--- src/rtl/aes_uart_pkg.sv ---
// Shared types and constants for the AES block UART transmit path.
// Define AES_TX_CHECKSUM_EN to append an XOR checksum byte to every block.
package aes_uart_pkg;

  localparam int unsigned BLOCK_BYTES = 16;
  localparam int unsigned BYTE_W      = 8;
  localparam int unsigned BLOCK_W     = BLOCK_BYTES * BYTE_W;
  localparam int unsigned IDX_W       = 5;

`ifdef AES_TX_CHECKSUM_EN
  localparam int unsigned TX_BYTES = BLOCK_BYTES + 1;
`else
  localparam int unsigned TX_BYTES = BLOCK_BYTES;
`endif

  localparam logic [IDX_W-1:0] LAST_IDX = IDX_W'(TX_BYTES - 1);
  localparam logic [IDX_W-1:0] LAST_DATA_IDX = IDX_W'(BLOCK_BYTES - 1);

  typedef enum logic [1:0] {
    StIdle,
    StSend,
    StWait,
    StFinish
  } tx_state_e;

endpackage

--- src/rtl/aes_block_tx_if.sv ---
// Request/UART handshake bundle for aes_block_tx; slave is the block, master its driver.
interface aes_block_tx_if;
  import aes_uart_pkg::*;

  logic               Start;
  logic [BLOCK_W-1:0] BlockIn;
  logic               Abort;
  logic               TxDone;
  logic [BYTE_W-1:0]  TxData;
  logic               TxStart;
  logic               Busy;
  logic               Done;
  logic [IDX_W-1:0]   ByteIdx;

  modport master (
    output Start, BlockIn, Abort, TxDone,
    input  TxData, TxStart, Busy, Done, ByteIdx
  );

  modport slave (
    input  Start, BlockIn, Abort, TxDone,
    output TxData, TxStart, Busy, Done, ByteIdx
  );

endinterface

--- src/rtl/aes_block_tx.sv ---
// Serialises a 128-bit block MSB-first into UART bytes, one byte per TxStart/TxDone exchange.
// With AES_TX_CHECKSUM_EN defined, a 17th byte carrying the XOR of all data bytes is sent.
module aes_block_tx
  import aes_uart_pkg::*;
(
  input logic           Clk,
  input logic           Rst,
  aes_block_tx_if.slave bus
);

  tx_state_e          state_q, state_d;
  logic [BLOCK_W-1:0] shreg_q, shreg_d;
  logic [IDX_W-1:0]   byte_idx_q, byte_idx_d;
`ifdef AES_TX_CHECKSUM_EN
  logic [BYTE_W-1:0]  csum_q, csum_d;
`endif

  always_comb begin
    state_d    = state_q;
    shreg_d    = shreg_q;
    byte_idx_d = byte_idx_q;
`ifdef AES_TX_CHECKSUM_EN
    csum_d     = csum_q;
`endif
    unique case (state_q)
      StIdle: begin
        if (bus.Start) begin
          shreg_d    = bus.BlockIn;
          byte_idx_d = '0;
`ifdef AES_TX_CHECKSUM_EN
          csum_d     = '0;
`endif
          state_d    = StSend;
        end
      end
      StSend: begin
        state_d = bus.Abort ? StIdle : StWait;
      end
      StWait: begin
        // Abort beats a coincident TxDone.
        if (bus.Abort) begin
          state_d = StIdle;
        end else if (bus.TxDone) begin
          shreg_d = shreg_q << BYTE_W;
`ifdef AES_TX_CHECKSUM_EN
          csum_d  = csum_q ^ shreg_q[BLOCK_W-1 -: BYTE_W];
          // The checksum rides in the top byte so TxData needs no extra mux.
          if (byte_idx_q == LAST_DATA_IDX) begin
            shreg_d[BLOCK_W-1 -: BYTE_W] = csum_d;
          end
`endif
          // ByteIdx holds on the last byte so it never leaves its legal range.
          if (byte_idx_q == LAST_IDX) begin
            state_d = StFinish;
          end else begin
            byte_idx_d = byte_idx_q + IDX_W'(1);
            state_d    = StSend;
          end
        end
      end
      StFinish: begin
        state_d = StIdle;
      end
      default: begin
        state_d = StIdle;
      end
    endcase
  end

  always_ff @(posedge Clk) begin
    if (Rst) begin
      state_q    <= StIdle;
      shreg_q    <= '0;
      byte_idx_q <= '0;
`ifdef AES_TX_CHECKSUM_EN
      csum_q     <= '0;
`endif
    end else begin
      state_q    <= state_d;
      shreg_q    <= shreg_d;
      byte_idx_q <= byte_idx_d;
`ifdef AES_TX_CHECKSUM_EN
      csum_q     <= csum_d;
`endif
    end
  end

  assign bus.TxData  = shreg_q[BLOCK_W-1 -: BYTE_W];
  assign bus.TxStart = (state_q == StSend);
  assign bus.Busy    = (state_q != StIdle);
  assign bus.Done    = (state_q == StFinish);
  assign bus.ByteIdx = byte_idx_q;

endmodule

--- src/flat_wrapper.sv ---
// flat-port wrapper written by rule: the top's interface ports become plain ports
module aes_block_tx_flat import aes_uart_pkg::*;
  (Clk, Rst, bus_Start, bus_BlockIn, bus_Abort, bus_TxDone, bus_TxData, bus_TxStart, bus_Busy, bus_Done, bus_ByteIdx);
  aes_block_tx_if bus_i ();
  input logic Clk;
  input logic Rst;
  input wire logic [$bits(bus_i.Start)-1:0] bus_Start;
  input wire logic [$bits(bus_i.BlockIn)-1:0] bus_BlockIn;
  input wire logic [$bits(bus_i.Abort)-1:0] bus_Abort;
  input wire logic [$bits(bus_i.TxDone)-1:0] bus_TxDone;
  output wire logic [$bits(bus_i.TxData)-1:0] bus_TxData;
  output wire logic [$bits(bus_i.TxStart)-1:0] bus_TxStart;
  output wire logic [$bits(bus_i.Busy)-1:0] bus_Busy;
  output wire logic [$bits(bus_i.Done)-1:0] bus_Done;
  output wire logic [$bits(bus_i.ByteIdx)-1:0] bus_ByteIdx;
  assign bus_i.Start = bus_Start;
  assign bus_i.BlockIn = bus_BlockIn;
  assign bus_i.Abort = bus_Abort;
  assign bus_i.TxDone = bus_TxDone;
  assign bus_TxData = bus_i.TxData;
  assign bus_TxStart = bus_i.TxStart;
  assign bus_Busy = bus_i.Busy;
  assign bus_Done = bus_i.Done;
  assign bus_ByteIdx = bus_i.ByteIdx;
  aes_block_tx u_core (.Clk(Clk), .Rst(Rst), .bus(bus_i));
endmodule
--- config.mk ---
export PLATFORM = sky130hd
export DESIGN_NAME = aes_block_tx_flat
export DESIGN_NICKNAME = d
export VERILOG_FILES = /design/src/rtl/aes_uart_pkg.sv /design/src/rtl/aes_block_tx_if.sv /design/src/rtl/aes_block_tx.sv /design/src/flat_wrapper.sv
export SDC_FILE = /design/constraint.sdc
export NUM_CORES = 1
export LEC_CHECK = 0
export ABC_AREA = 1
export BUFFER_PORTS_ARGS = -buffer_cell sky130_fd_sc_hd__buf_4
export CORE_MARGIN = 2
export CORE_UTILIZATION = 28
export CTS_CLUSTER_DIAMETER = 100
export CTS_CLUSTER_SIZE = 12
export DETAILED_ROUTE_END_ITERATION = 10
export PLACE_DENSITY = 0.45
export SLEW_MARGIN = 20
export SYNTH_ARGS = -nofsm -noshare
export SYNTH_HDL_FRONTEND = slang
export SYNTH_SLANG_ARGS = --single-unit
--- constraint.sdc ---
create_clock -name Clk -period 1.6 [get_ports Clk]
set_clock_uncertainty 0.15 [all_clocks]
set_input_delay 0.08 -clock Clk [delete_from_list [all_inputs] [get_ports Clk]]
set_output_delay 0.08 -clock Clk [all_outputs]
set_load 0.03 [all_outputs]
Word level (Yosys, flattened, before mapping) --
Index checks and enable logic that the tools add are counted.
Storage, ports and cells: register bits after elaboration 135, bits of input ports 133, output and inout bits 16, logic and storage cells 34
Cells by class: add/subtract/negate cells 1, eq/ne operators 9, mux-type cells 15, reductions and logical operators 6
Operators with widths (count):
- two-way mux 128 bit | 3
- one-hot mux 128 bit (2 select lines) | 1
- two-way mux 5 bit | 4
- two-way mux 2 bit | 5
- one-hot mux 5 bit (2 select lines) | 1
- != test 2 bit, second input constant | 4
- one-hot mux 2 bit (4 select lines) | 1
- adder 5 x 1 -> 5 bit, second input constant | 1
- equality test 5 x 4 -> 1 bit, second input constant | 1
- AND reduction 5 bit | 1
- equality test 2 bit, second input constant | 2
- AND reduction 4 bit | 1
- nonzero test 2 bit | 2
- != test 3 bit, second input constant | 1
- equality test 2 x 1 -> 1 bit, second input constant | 1
- logical NOT 2 bit | 1
- AND reduction 2 bit | 1

Logic depth before layout (Yosys ltp) --
Gate-level depths: netlist of run 1.
word-level depth 5, mapped depth 11, depth with buffers taken out 11

Worst setup path before layout of run 1 --
No wires, ideal clock.
kind reg-to-reg, start point register u_core.byte_idx_q[0], in the netlist u_core.bus.ByteIdx[0], end point register u_core.byte_idx_q[4], in the netlist u_core.bus.ByteIdx[4], setup time 0.064 ns, data arrival time 1.664 ns, required time 1.386 ns, setup slack -0.278 ns, stages on the path, launching flop included 9, buffers on the path 0, clock period less this slack 1.878 ns, path through dfxtp_1 -> ha_1 -> inv_1 -> nor3_1 -> ha_1 -> or2_2 -> nand3_1 -> nand2_1 -> nor2_1
Between the ends: word-level cells in the longest chain between the ends 5, elaborated cells between the ends (all ways) 8, classes of those cells 1 x add/sub; 2 x eq/ne; 4 x mux; 1 x reduce/logical
Ends and longest elaborated chain:
- start: declaration | line aes_block_tx.sv:13 | logic [IDX_W-1:0] byte_idx_q, byte_idx_d;
- start signal: assignment | line aes_block_tx.sv:81 | byte_idx_q <= byte_idx_d;
- adder 5 x 1 -> 5 bit | line aes_block_tx.sv:56 | byte_idx_d = byte_idx_q + IDX_W'(1);
- two-way mux 5 bit | line aes_block_tx.sv:53 | if (byte_idx_q == LAST_IDX) begin
- two-way mux 5 bit | line aes_block_tx.sv:43 | end else if (bus.TxDone) begin
- two-way mux 5 bit | line aes_block_tx.sv:41 | if (bus.Abort) begin
- one-hot mux 5 bit (2 select lines) | line aes_block_tx.sv:25 | unique case (state_q)
Parallel ways exist; a longest one is shown, timed or not. The select of a mux whose other input is x is not followed. A chain may end at the register's enable or synchronous reset.

Worst setup path after layout of run 1 --
start point register u_core.byte_idx_q[1], in the netlist u_core.bus.ByteIdx[1], end point register u_core.byte_idx_q[4], in the netlist u_core.bus.ByteIdx[4]
Same word-level chain as after synthesis.

==> results of run 1 <==
==> worst max-delay path by stage <==
| stage | start | endpoint | slack (ns) | depth (start not counted) |
|---|---|---|---|---|
| after floorplan | u_core.bus.ByteIdx[1] | u_core.bus.ByteIdx[4] | -0.001 | 11 |
| after global placement | u_core.bus.ByteIdx[1] | u_core.bus.ByteIdx[4] | -0.03 | 11 |
| after detailed placement | u_core.bus.ByteIdx[1] | u_core.bus.ByteIdx[1] | -0.07 | 11 |
| after CTS | u_core.bus.ByteIdx[1] | u_core.bus.ByteIdx[1] | 0.004 | 11 |
| after global routing | u_core.bus.ByteIdx[1] | u_core.bus.ByteIdx[3] | -0.07 | 11 |
| final | u_core.bus.ByteIdx[1] | u_core.bus.ByteIdx[4] | 0.01 | 8 |
==> cell families after synthesis <==
family | count (synthesis) | share of synthesized area (%)
and+or+nand+nor | 672 | 40.0
DFF | 135 | 42.4
AOI/OAI and AO/OA | 129 | 10.3
buffers and inverters | 92 | 6.85
adders and majority gates | 2 | 0.392
==> power by group <==
part	internal, uW	total (uW)	switching (uW)
Combinational	999	1930	935
Clock	2690	4220	1540
Sequential	3680	3850	165
Total	7370	10000	2640
==> layout by cell type, fill, tap and decap left out, types with 4 or more instances in the layout <==
| cell | instances |
|---|---|
| nand2_1 | 392 |
| nor2_2 | 4 |
| dlygate4sd3_1 | 131 |
| clkinv_2 | 4 |
| buf_4 | 170 |
| o21ai_0 | 69 |
| nand3_1 | 5 |
| buf_6 | 6 |
| dfxtp_1 | 129 |
| buf_12 | 15 |
| inv_1 | 8 |
| nor2_1 | 260 |
| clkbuf_16 | 22 |
| inv_2 | 5 |
| bufinv_16 | 4 |
| o21ai_1 | 54 |
==> what timing repair did <==
item                                    CTS  global route
resized for setup                         7            47
hold endpoints to repair                130             0
pin swaps                                 3             9
buffers inserted                          0             5
endpoints found under the setup margin   42           127
hold buffers                            131             0
cloned                                    0             6
==> registers in the layout, indices dropped and copies added, names as in the netlist <==
signal,cells
u_core.state_q,2
u_core.bus.ByteIdx,5
u_core.shreg_q,128
==> stage by stage <==
stage          instance area, um^2  power (uW)
2_1_floorplan                 6420        4810
5_1_grt                      10200       10500
6_report                     10200       10000
4_1_cts                       9990        9990
3_3_place_gp                  8030        5450
3_5_place_dp                  8030        5460
==> per-layer routing <==
layer | GRT usage (%) | part of all wire (%)
met1 | 22.0 | 49
met4 | 5.25 | 1.3
met3 | 3.76 | 4.1
met2 | 27.9 | 46
met5 | 0 | 0
==> cell type report <==
| cell class | count | area, um^2 | area share, % |
|---|---|---|---|
| multi-input cells | 803 | 3300 | 32.2 |
| clock inverters | 12 | 174 | 1.70 |
| clock buffers | 20 | 457 | 4.46 |
| inverters | 16 | 71.3 | 0.696 |
| flip-flops and latches | 135 | 2720 | 26.5 |
| repair buffers | 331 | 3170 | 30.9 |
| well taps | 285 | 357 | 3.48 |
==> critical path, cell delays in order (launching register included) <==
cell and delay, ns:
dfxtp_4 0.36, ha_4 0.13, inv_2 0.04, nor3_2 0.15, ha_2 0.29, or2_4 0.23, nand3_2 0.06, nand2_1 0.05
nor2_1 0.10
==> summary.md, run 1 <==
| Metric | Value |
|---|---|
| DP Worst Slack | `-0.0683 ns` |
| CP Class | `reg -> reg` |
| CTS tree | `yes` |
| Initial Util | `28.3%` |
| # setup viols final | `0` |
| Register-to-Register Setup Slack | `0.01 ns` |
| Die Y | `155 um` |
| Skew-Pair Late Insertion Delay | `0.42 ns` |
| Area growth syn-to-layout | `60.6%` |
| Worst setup SP type | `register` |
| Post-route setup slack | `0.0104 ns` |
| Vias in the first global route | `6673` |
| CP Capture Type | `register` |
| Hold WC Path Type | `in -> reg` |
| Cell Rows | `55` |
| Nets@finish | `1439` |
| Synth warn | `0` |
| CP max FO | `2` |
| Total GRT Usage | `16.9%` |
| Share of cells above drive strength 1 | `20.0%` |
| Pleak | `0.00496 uW` |
| Syn_nets | `1165` |
| Status | `finished, final reports clean` |
| CTS Buf Count | `17` |
| Die area | `24000 um^2` |
| Pin count of the biggest net entering global routing | `48` |
| Critical path data required time | `1.82 ns` |
| Worst r2r src | `u_core.bus.ByteIdx[1]` |
| Fill count | `2335` |
| H-tree depth | `4` |
| Fin crit period | `1.59 ns` |
| Peak Freq | `0.629 GHz` |
| Max-cap viol count | `0` |
| Crit path DAT | `1.81 ns` |
| Grt total ovfl | `0` |
| Ys async rst share | `0%` |
| GP Congestion | `0.747` |
| Area of the core | `22500 um^2` |
| Top-area cell type share of the netlist area | `42.4%` |
| Post-DR wirelength/cell | `13.2 um` |
| Reg clk slew, reported paths | `0.06 ns` |
| Prevailing post-synth register cell | `dfxtp_1` |
| R2R depth | `8` |
| Non-Filler Instances | `1602` |
| Syn_area_per_cell | `6.19 um^2` |
| Via/cell ratio | `4.34` |
| Sum of negative setup slack | `0 ns` |
| IR drop worst, VDD | `0.618 mV` |
| Chip Width | `155 um` |
| Diodes inserted | `0` |
| Most instantiated library cell after synthesis | `nand2_1` |
| Unrepaired setup endpoints after global routing | `true` |
| Most instantiated cells after synthesis | `nand2_1 (395), nor2_1 (265), dfxtp_1 (135)` |
| DP HPWL | `12900 um` |
| Final Cycle Share | `99.4%` |
| Worst r2r dst | `u_core.bus.ByteIdx[4]` |
| DRT antenna net count | `0` |
| First-pass DRT Iterations | `4` |
| Residual DRC | `0` |
| PD cells | `976 nW/um^2` |
| IO Port Bufs | `148` |
| Max-Slew Margin vs Limit | `75.0%` |
| Register area share after synthesis | `42.4%` |
| IO Count | `149` |
| Hold WS | `0.208 ns` |
| Synth Instances | `1030` |
| Bufs on Longest Clock Path | `2` |
| Flops & latches, synth | `135` |
| Min-Delay Endpoint | `u_core.shreg_q[28]` |
| Routed wire length | `21100 um` |
| Synth unique cells | `21` |
| Slew @ Worst Pin | `0.375 ns` |
| Root buffer cell | `clkbuf_16` |
| Cell taking the most area after synthesis | `dfxtp_1` |
| Via count | `6955` |
| EDFF count, synth | `0` |
| Clk sinks | `135` |
| Final Hold Fails | `0` |
| Largest cells by area after synthesis | `dfxtp_1 (42%), nand2_1 (23%), nor2_1 (16%), o21ai_0 (7.2%), o21ai_1 (2.5%)` |
| Worst Hold Launch | `bus_Start` |
| Fin. max-slew vios | `0` |
| Post-synthesis cell area | `6380 um^2` |
| First-pass GRT wire length | `32800 um` |
| Hold path depth | `7` |
| DR iter-0 viols | `293` |
| Post-layout util | `45.5%` |
| Initial antenna violation count | `0` |
| Placed insts | `1428` |
Power figures use the tool's default switching activity.
==> run 2, diff against run 1 <==
--- a/config.mk
+++ b/config.mk
@@ -7,12 +7,14 @@
 export LEC_CHECK = 0
 export ABC_AREA = 1
 export BUFFER_PORTS_ARGS = -buffer_cell sky130_fd_sc_hd__buf_4
+export CAP_MARGIN = 20
 export CORE_MARGIN = 2
 export CORE_UTILIZATION = 28
 export CTS_CLUSTER_DIAMETER = 100
 export CTS_CLUSTER_SIZE = 12
 export DETAILED_ROUTE_END_ITERATION = 10
 export PLACE_DENSITY = 0.45
+export RECOVER_POWER = 50
 export SLEW_MARGIN = 20
 export SYNTH_ARGS = -nofsm -noshare
 export SYNTH_HDL_FRONTEND = slang
==> summary.md, run 2 (same netlist as run 1, synthesis figures left out) <==
| Metric | Value |
|---|---|
| # setup viols final | `0 (unchanged)` |
| FF/Latch Area | `2720 um^2 (unchanged)` |
| Bufs on Longest Clock Path | `2 (unchanged)` |
| DRT antenna net count | `0 (unchanged)` |
| Diodes inserted | `0 (unchanged)` |
| GP Congestion | `0.747 (unchanged)` |
| Uppermost layer routed | `met4 (unchanged)` |
| CTS tree | `yes (unchanged)` |
| Final Hold Fails | `0 (unchanged)` |
| Post-DR wirelength/cell | `13.2 um (about the same)` |
| Critical path's top delay family | `simple AND/OR/NAND/NOR gates (unchanged)` |
| Peak Freq | `0.629 GHz (about the same)` |
| IO Count | `149 (unchanged)` |
| Commonest non-fill, non-tap cell in the layout | `nand2_1 (unchanged)` |
| H-tree depth | `4 (unchanged)` |
| First-pass GRT wire length | `32800 um (unchanged)` |
| Fin crit period | `1.59 ns (about the same)` |
| Worst r2r src | `u_core.bus.ByteIdx[1] (unchanged)` |
| Area of the core | `22500 um^2 (unchanged)` |
| Cell Rows | `55 (unchanged)` |
| Skew-Pair Late Insertion Delay | `0.42 ns (about the same)` |
| Slowest-stage cell, CP | `dfxtp_4 (unchanged)` |
| Worst Hold Launch | `bus_Start (unchanged)` |
| Final Cycle Share | `99.3% (was 99.4%)` |
| DP HPWL | `12900 um (unchanged)` |
| Clk sinks | `135 (unchanged)` |
| Chip Width | `155 um (unchanged)` |
| IR drop worst, VDD | `0.618 mV (about the same)` |
| Nets@finish | `1439 (unchanged)` |
| Design area | `10200 um^2 (about the same)` |
| Worst setup SP type | `register (unchanged)` |
| Largest Register | `u_core.shreg_q (unchanged)` |
| Die area | `24000 um^2 (unchanged)` |
| CP Capture Type | `register (unchanged)` |
| R2R depth | `8 (unchanged)` |
| Register-to-Register Setup Slack | `0.01 ns (about the same)` |
| Pleak | `0.00490 uW (was 0.00496 uW)` |
| CTS Buf Count | `17 (unchanged)` |
| Area growth syn-to-layout | `59.6% (was 60.6%)` |
| Sum of negative setup slack | `0 ns (unchanged)` |
| IO Port Bufs | `148 (unchanged)` |
| Slew @ Worst Pin | `0.458 ns (was 0.375 ns)` |
| Met3 WL | `832 um (was 855 um)` |
| CP Cell Sequence | `ha_4 > inv_2 > nor3_2 > ha_2 > or2_4 > nand3_2 > nand2_1 > nor2_1 (unchanged)` |
| Grt total ovfl | `0 (unchanged)` |
| CP Depth | `8 (unchanged)` |
| Area after DPL | `8030 um^2 (unchanged)` |
| CP bufs+invs | `1 (unchanged)` |
| Residual DRC | `0 (unchanged)` |
| Worst r2r dst | `u_core.bus.ByteIdx[4] (unchanged)` |
| Min-Delay Endpoint | `u_core.bus.ByteIdx[1] (was u_core.shreg_q[28])` |
| Initial Util | `28.3% (unchanged)` |
| Die Y | `155 um (unchanged)` |
| DR iter-0 viols | `301 (was 293)` |
| Max reg flops | `128 (unchanged)` |
| Total GRT Usage | `16.9% (unchanged)` |
| Max-Slew Margin vs Limit | `69.6% (was 75.0%)` |
| Fill count | `2360 (was 2335)` |
| Routed wl met2 | `9670 um (was 9650 um)` |
| PD cells | `980 nW/um^2 (was 976 nW/um^2)` |
| Most frequent cells in the layout | `nand2_1 (392), nor2_1 (260), buf_4 (155) (was nand2_1 (392), nor2_1 (260), buf_4 (170))` |
| Hold path depth | `7 (unchanged)` |
| Max-cap viol count | `0 (unchanged)` |
| Status | `finished, final reports clean (unchanged)` |
| Pin count of the biggest net entering global routing | `48 (unchanged)` |
| Fin. max-slew vios | `0 (unchanged)` |
| Crit path DAT | `1.80 ns (was 1.81 ns)` |
| Share of cells above drive strength 1 | `19.1% (was 20.0%)` |
| Initial antenna violation count | `0 (unchanged)` |
| Unrepaired setup endpoints after global routing | `true (unchanged)` |
| Wl on met1 | `10300 um (about the same)` |
| First-pass DRT Iterations | `4 (unchanged)` |
| Critical path data required time | `1.81 ns (was 1.82 ns)` |
| Reg clk slew, reported paths | `0.06 ns (about the same)` |
| Via/cell ratio | `4.35 (was 4.34)` |
| CP Class | `reg -> reg (unchanged)` |
| Via count | `6963 (was 6955)` |
| Routed wire length | `21100 um (about the same)` |
| Root buffer cell | `clkbuf_16 (unchanged)` |
| Slowest cell delay on critical path | `0.36 ns (about the same)` |
| Area of the multi-input gates | `3300 um^2 (about the same)` |
| CP max FO | `2 (unchanged)` |
| Vias in the first global route | `6673 (unchanged)` |
| Hold WC Path Type | `in -> reg (unchanged)` |
run 2: worst max path at each step:
stage | to | from | slack, ns
2_1_floorplan | u_core.bus.ByteIdx[4] | u_core.bus.ByteIdx[1] | -0.001
3_3_place_gp | u_core.bus.ByteIdx[4] | u_core.bus.ByteIdx[1] | -0.03
3_5_place_dp | u_core.bus.ByteIdx[1] | u_core.bus.ByteIdx[1] | -0.07
4_1_cts | u_core.bus.ByteIdx[1] | u_core.bus.ByteIdx[1] | 0.004
5_1_grt | u_core.bus.ByteIdx[3] | u_core.bus.ByteIdx[1] | -0.07
6_report | u_core.bus.ByteIdx[4] | u_core.bus.ByteIdx[1] | 0.01
run 2: routing by layer:
layer  up-vias  global-route usage, %
met4         0                   5.25
met1      3089                   22.0
met5         -                      0
met3        23                   3.76
li1       3731                      -
met2       120                   27.9
run 2: layout make-up:
| cell class | count | area share, % |
|---|---|---|
| multi-input combinational | 803 | 32.4 |
| timing repair buffer | 331 | 30.6 |
| sequential | 135 | 26.7 |
| clock buffer | 20 | 4.49 |
| tap | 285 | 3.50 |
| clock inverter | 12 | 1.71 |
| inverter | 16 | 0.652 |
run 2: metrics by stage:
stage / total power [uW] / worst slack [ns] / utilization, % / hold WS [ns] / cells
final: 9970 / 0.0114 / 45.2 / 0.230 / 1602
after global routing: 10500 / -0.0687 / 45.2 / 0.263 / 1602
after CTS: 9990 / 0.00379 / 44.4 / 0.102 / 1591
after detailed placement: 5460 / -0.0683 / 35.7 / 0.124 / 1428
after global placement: 5450 / -0.0290 / 35.7 / 0.125 / 1428
after floorplan: 4810 / -0.00102 / - / 0.00238 / 1030
run 2: timing repair:
action	in CTS	in global routing
pin swaps	3	9
endpoints found under the setup margin	42	127
resized for setup	7	47
cloned	0	6
hold buffers	131	0
buffers inserted	0	5
hold endpoints to repair	130	0
run 2: power by group:
group / total (uW) / internal, uW / switching, uW
Clock: 4220 / 2690 / 1530
Combinational: 1910 / 972 / 933
Sequential: 3850 / 3680 / 164
Total: 9970 / 7340 / 2630
run 2: worst reg2reg max path, cell delays in order, from the launching register on:
cell and delay, ns:
dfxtp_4 0.36, ha_4 0.13, inv_2 0.04, nor3_2 0.15
ha_2 0.29, or2_4 0.23, nand3_2 0.06, nand2_1 0.04
nor2_1 0.10
==> run 3, diff against run 2 <==
--- a/config.mk
+++ b/config.mk
@@ -5,7 +5,6 @@
 export SDC_FILE = /design/constraint.sdc
 export NUM_CORES = 1
 export LEC_CHECK = 0
-export ABC_AREA = 1
 export BUFFER_PORTS_ARGS = -buffer_cell sky130_fd_sc_hd__buf_4
 export CAP_MARGIN = 20
 export CORE_MARGIN = 2
@@ -13,7 +12,7 @@
 export CTS_CLUSTER_DIAMETER = 100
 export CTS_CLUSTER_SIZE = 12
 export DETAILED_ROUTE_END_ITERATION = 10
-export PLACE_DENSITY = 0.45
+export PLACE_DENSITY = 0.56
 export RECOVER_POWER = 50
 export SLEW_MARGIN = 20
 export SYNTH_ARGS = -nofsm -noshare
==> summary.md, run 3 <==
| Metric | Value |
|---|---|
| Status | `finished with violations (was finished, final reports clean)` |
| Violated checks | `setup timing` |
| Post-route setup slack | `-0.145 ns (was 0.0114 ns)` |
| Prevailing post-synth register cell | `dfxtp_1 (unchanged)` |
| Cell Rows | `56 (was 55)` |
| Synth warn | `0 (unchanged)` |
| Largest cells by area after synthesis | `dfxtp_1 (41%), a311oi_2 (16%), nand2_1 (14%), nor3_1 (9.2%), a311oi_1 (6.8%) (was dfxtp_1 (42%), nand2_1 (23%), nor2_1 (16%), o21ai_0 (7.2%), o21ai_1 (2.5%))` |
| Diodes inserted | `0 (unchanged)` |
| Ys async rst share | `0% (unchanged)` |
| Worst r2r src | `u_core.bus.ByteIdx[1] (unchanged)` |
| Worst setup SP type | `register (unchanged)` |
| Worst Hold Launch | `bus_TxDone (was bus_Start)` |
| CP Capture Type | `register (unchanged)` |
| DR iter-0 viols | `388 (was 301)` |
| CP max FO | `2 (unchanged)` |
| Slowest-stage cell, CP | `dfxtp_4 (unchanged)` |
| Cell taking the most area after synthesis | `dfxtp_1 (unchanged)` |
| Fin crit period | `1.75 ns (was 1.59 ns)` |
| Sw Ratio | `28.1% (was 26.4%)` |
| Die Y | `158 um (was 155 um)` |
| CTS Buf Count | `17 (unchanged)` |
| Total GRT Usage | `22.0% (was 16.9%)` |
| Die area | `24800 um^2 (was 24000 um^2)` |
| Via/cell ratio | `5.09 (was 4.35)` |
| Power share of the sequential group | `38.7% (was 38.6%)` |
| Flops & latches, synth | `135 (unchanged)` |
| Critical path origin | `u_core.bus.ByteIdx[1] (unchanged)` |
| Syn_nets | `909 (was 1165)` |
| Vias in the first global route | `7620 (was 6673)` |
| Register area share after synthesis | `40.9% (was 42.4%)` |
| CP Class | `reg -> reg (unchanged)` |
| Sum of negative setup slack | `-9.80 ns (was 0 ns)` |
| # setup viols final | `132 (was 0)` |
| Crit path top cell by count | `ha_4` |
| Register-to-Register Setup Slack | `-0.15 ns (was 0.01 ns)` |
| Syn_area_per_cell | `8.54 um^2 (was 6.19 um^2)` |
| First-pass GRT wire length | `41800 um (was 32800 um)` |
| Bufs on Longest Clock Path | `2 (unchanged)` |
| Final Hold Fails | `0 (unchanged)` |
| XOR/XNOR Fraction of Synth Area | `0% (unchanged)` |
| Nets@finish | `1252 (was 1439)` |
| Reg clk slew, reported paths | `0.06 ns (about the same)` |
| R2R depth | `6 (was 8)` |
| Chip Width | `158 um (was 155 um)` |
| Clk sinks | `135 (unchanged)` |
| Peak Freq | `0.573 GHz (was 0.629 GHz)` |
| Synth Instances | `774 (was 1030)` |
| Fin. max-slew vios | `0 (unchanged)` |
| Critical path data required time | `1.75 ns (was 1.81 ns)` |
| Cell internal pwr | `7210 uW (was 7340 uW)` |
| Final Cycle Share | `109% (was 99.3%)` |
| Pin count of the biggest net entering global routing | `39 (was 48)` |
| Unrepaired setup endpoints after global routing | `true (unchanged)` |
| Hold WC Path Type | `in -> reg (unchanged)` |
| IO Port Bufs | `148 (unchanged)` |
| Synth Area in Compound Gates | `23.8% (was 10.3%)` |
| Simple-Gate Fraction of Synth Area | `26.5% (was 40.0%)` |
| CP bufs+invs | `0 (was 1)` |
| DRT antenna net count | `0 (unchanged)` |
| Area after DPL | `8360 um^2 (was 8030 um^2)` |
| Largest family of logic cells by synthesized area | `simple AND/OR/NAND/NOR gates (unchanged)` |
| Critical path's top delay family | `flip-flops (was simple AND/OR/NAND/NOR gates)` |
| Area growth syn-to-layout | `94.3% (was 59.6%)` |
| Most frequent cells in the layout | `nand2_1 (202), buf_4 (161), dlygate4sd3_1 (132) (was nand2_1 (392), nor2_1 (260), buf_4 (155))` |
| Post-layout util | `55.0% (was 45.2%)` |
| Worst r2r dst | `u_core.bus.ByteIdx[4] (unchanged)` |
| Combinational share of power | `24.8% (was 19.1%)` |
| Clock share of power | `36.6% (was 42.3%)` |
| PD cells | `782 nW/um^2 (was 980 nW/um^2)` |
| Via count | `7376 (was 6963)` |
| Post-synthesis cell area | `6610 um^2 (was 6380 um^2)` |
| Max-Slew Margin vs Limit | `70.4% (was 69.6%)` |
| Net Sw Power | `2820 uW (was 2630 uW)` |
| Adder-cell share of the synthesized area | `0.379% (was 0.392%)` |
| Max-cap viol count | `0 (unchanged)` |
| Share of cells above drive strength 1 | `47.7% (was 19.1%)` |
| Initial antenna violation count | `0 (unchanged)` |
| Largest Register | `u_core.shreg_q (unchanged)` |
| Crit path DAT | `1.90 ns (was 1.80 ns)` |
| Post-synthesis mux area share | `0.322% (was 0%)` |
| Most instantiated cells after synthesis | `nand2_1 (241), dfxtp_1 (135), nor3_1 (122) (was nand2_1 (395), nor2_1 (265), dfxtp_1 (135))` |
| Top-area cell type share of the netlist area | `40.9% (was 42.4%)` |
| Synth unique cells | `31 (was 21)` |
| CP Depth | `6 (was 8)` |
| Slowest cell delay on critical path | `0.35 ns (was 0.36 ns)` |
| Slew @ Worst Pin | `0.446 ns (was 0.458 ns)` |
| Routed wire length | `27700 um (was 21100 um)` |
| Post-DR wirelength/cell | `19.1 um (was 13.2 um)` |
| Pleak | `0.00510 uW (was 0.00490 uW)` |
| CP Cell Sequence | `ha_4 > and3_4 > ha_4 > nand4bb_1 > a21oi_2 > mux2_4 (was ha_4 > inv_2 > nor3_2 > ha_2 > or2_4 > nand3_2 > nand2_1 > nor2_1)` |
| End of the critical path | `u_core.bus.ByteIdx[4] (unchanged)` |
| Skew-Pair Late Insertion Delay | `0.42 ns (about the same)` |
| Area of the core | `23300 um^2 (was 22500 um^2)` |
| Grt total ovfl | `0 (unchanged)` |
| Root buffer cell | `clkbuf_16 (unchanged)` |
| IO Count | `149 (unchanged)` |
| EDFF count, synth | `0 (unchanged)` |
| GP Congestion | `0.764 (was 0.747)` |
| H-tree depth | `4 (unchanged)` |
| DP HPWL | `13500 um (was 12900 um)` |
| Residual DRC | `0 (unchanged)` |
| Initial Util | `28.3% (about the same)` |
| Commonest non-fill, non-tap cell in the layout | `nand2_1 (unchanged)` |
| Most instantiated library cell after synthesis | `nand2_1 (unchanged)` |
| Max reg flops | `128 (unchanged)` |
| First-pass DRT Iterations | `5 (was 4)` |
| Design area | `12800 um^2 (was 10200 um^2)` |
| CTS tree | `yes (unchanged)` |
| IR drop worst, VDD | `0.524 mV (was 0.618 mV)` |
## run 3: worst min path at each step
stage / endpoint / depth (start not counted)
global placement: u_core.state_q[1] / 2
finish: u_core.bus.ByteIdx[4] / 4
CTS: u_core.bus.ByteIdx[4] / 4
global route: u_core.bus.ByteIdx[4] / 4
floorplan: u_core.state_q[1] / 1
detailed placement: u_core.state_q[1] / 2
## run 3: layout make-up
| class | instances | area [um^2] |
|---|---|---|
| fill | 1988 | 10500 |
| timing repair buffer | 418 | 4920 |
| multi-input combinational | 541 | 4260 |
| sequential | 135 | 2720 |
| clock buffer | 23 | 489 |
| tap | 319 | 399 |
| clock inverter | 8 | 46.3 |
| inverter | 4 | 15.0 |
## run 3: power groups by stage
stage	registers, uW	logic, uW	clock network, uW
5_1_grt	3910	2650	3870
3_3_place_gp	3880	1510	0
6_report	3880	2480	3670
3_5_place_dp	3880	1530	0
4_1_cts	3850	2380	3720
2_1_floorplan	3830	983	0
## run 3: tightest hold or removal path, delay by kind of cell
| family | cells | cell delay (ns) |
|---|---|---|
| AO/OA/AOI/OAI | 1 | 0.07 |
| buffers and inverters | 1 | 0.14 |
| multiplexers | 1 | 0.18 |
| AND/OR/NAND/NOR | 1 | 0.10 |
## run 3: kinds of logic (layout without fill, tap and decap cells)
logic type	after synthesis	after routing
buf+inv	99	453
simple gates	400	401
fa+ha+maj	2	2
mux	2	2
flops	135	135
compound gates	136	136
## run 3: timing repair
action                                 4_1_cts  5_1_grt
gates resized for setup                    169       82
setup endpoints to repair                  128      137
buffers inserted                            55       11
endpoints found under the hold margin      133        0
hold buffers                               132        0
cloned                                      38        7
pin swaps                                  112       75
## run 3: per-stage QoR
step / instances / hold slack (ns) / setup WS [ns] / power [uW]
2_1_floorplan: 774 / 0.00931 / -0.245 / 4810
3_3_place_gp: 1195 / 0.135 / -0.142 / 5390
3_5_place_dp: 1195 / 0.132 / -0.173 / 5410
4_1_cts: 1447 / 0.00998 / -0.185 / 9940
5_1_grt: 1448 / 0.0377 / -0.210 / 10400
6_report: 1448 / 0.0395 / -0.145 / 10000
## run 3: layer usage
metal | GRT usage, % | vias up | wire length [um]
li1 | - | 3508 | -
met1 | 27.0 | 3563 | 11700
met3 | 4.90 | 51 | 1510
met5 | 0 | - | 0
met2 | 37.3 | 254 | 13700
met4 | 8.57 | 0 | 742
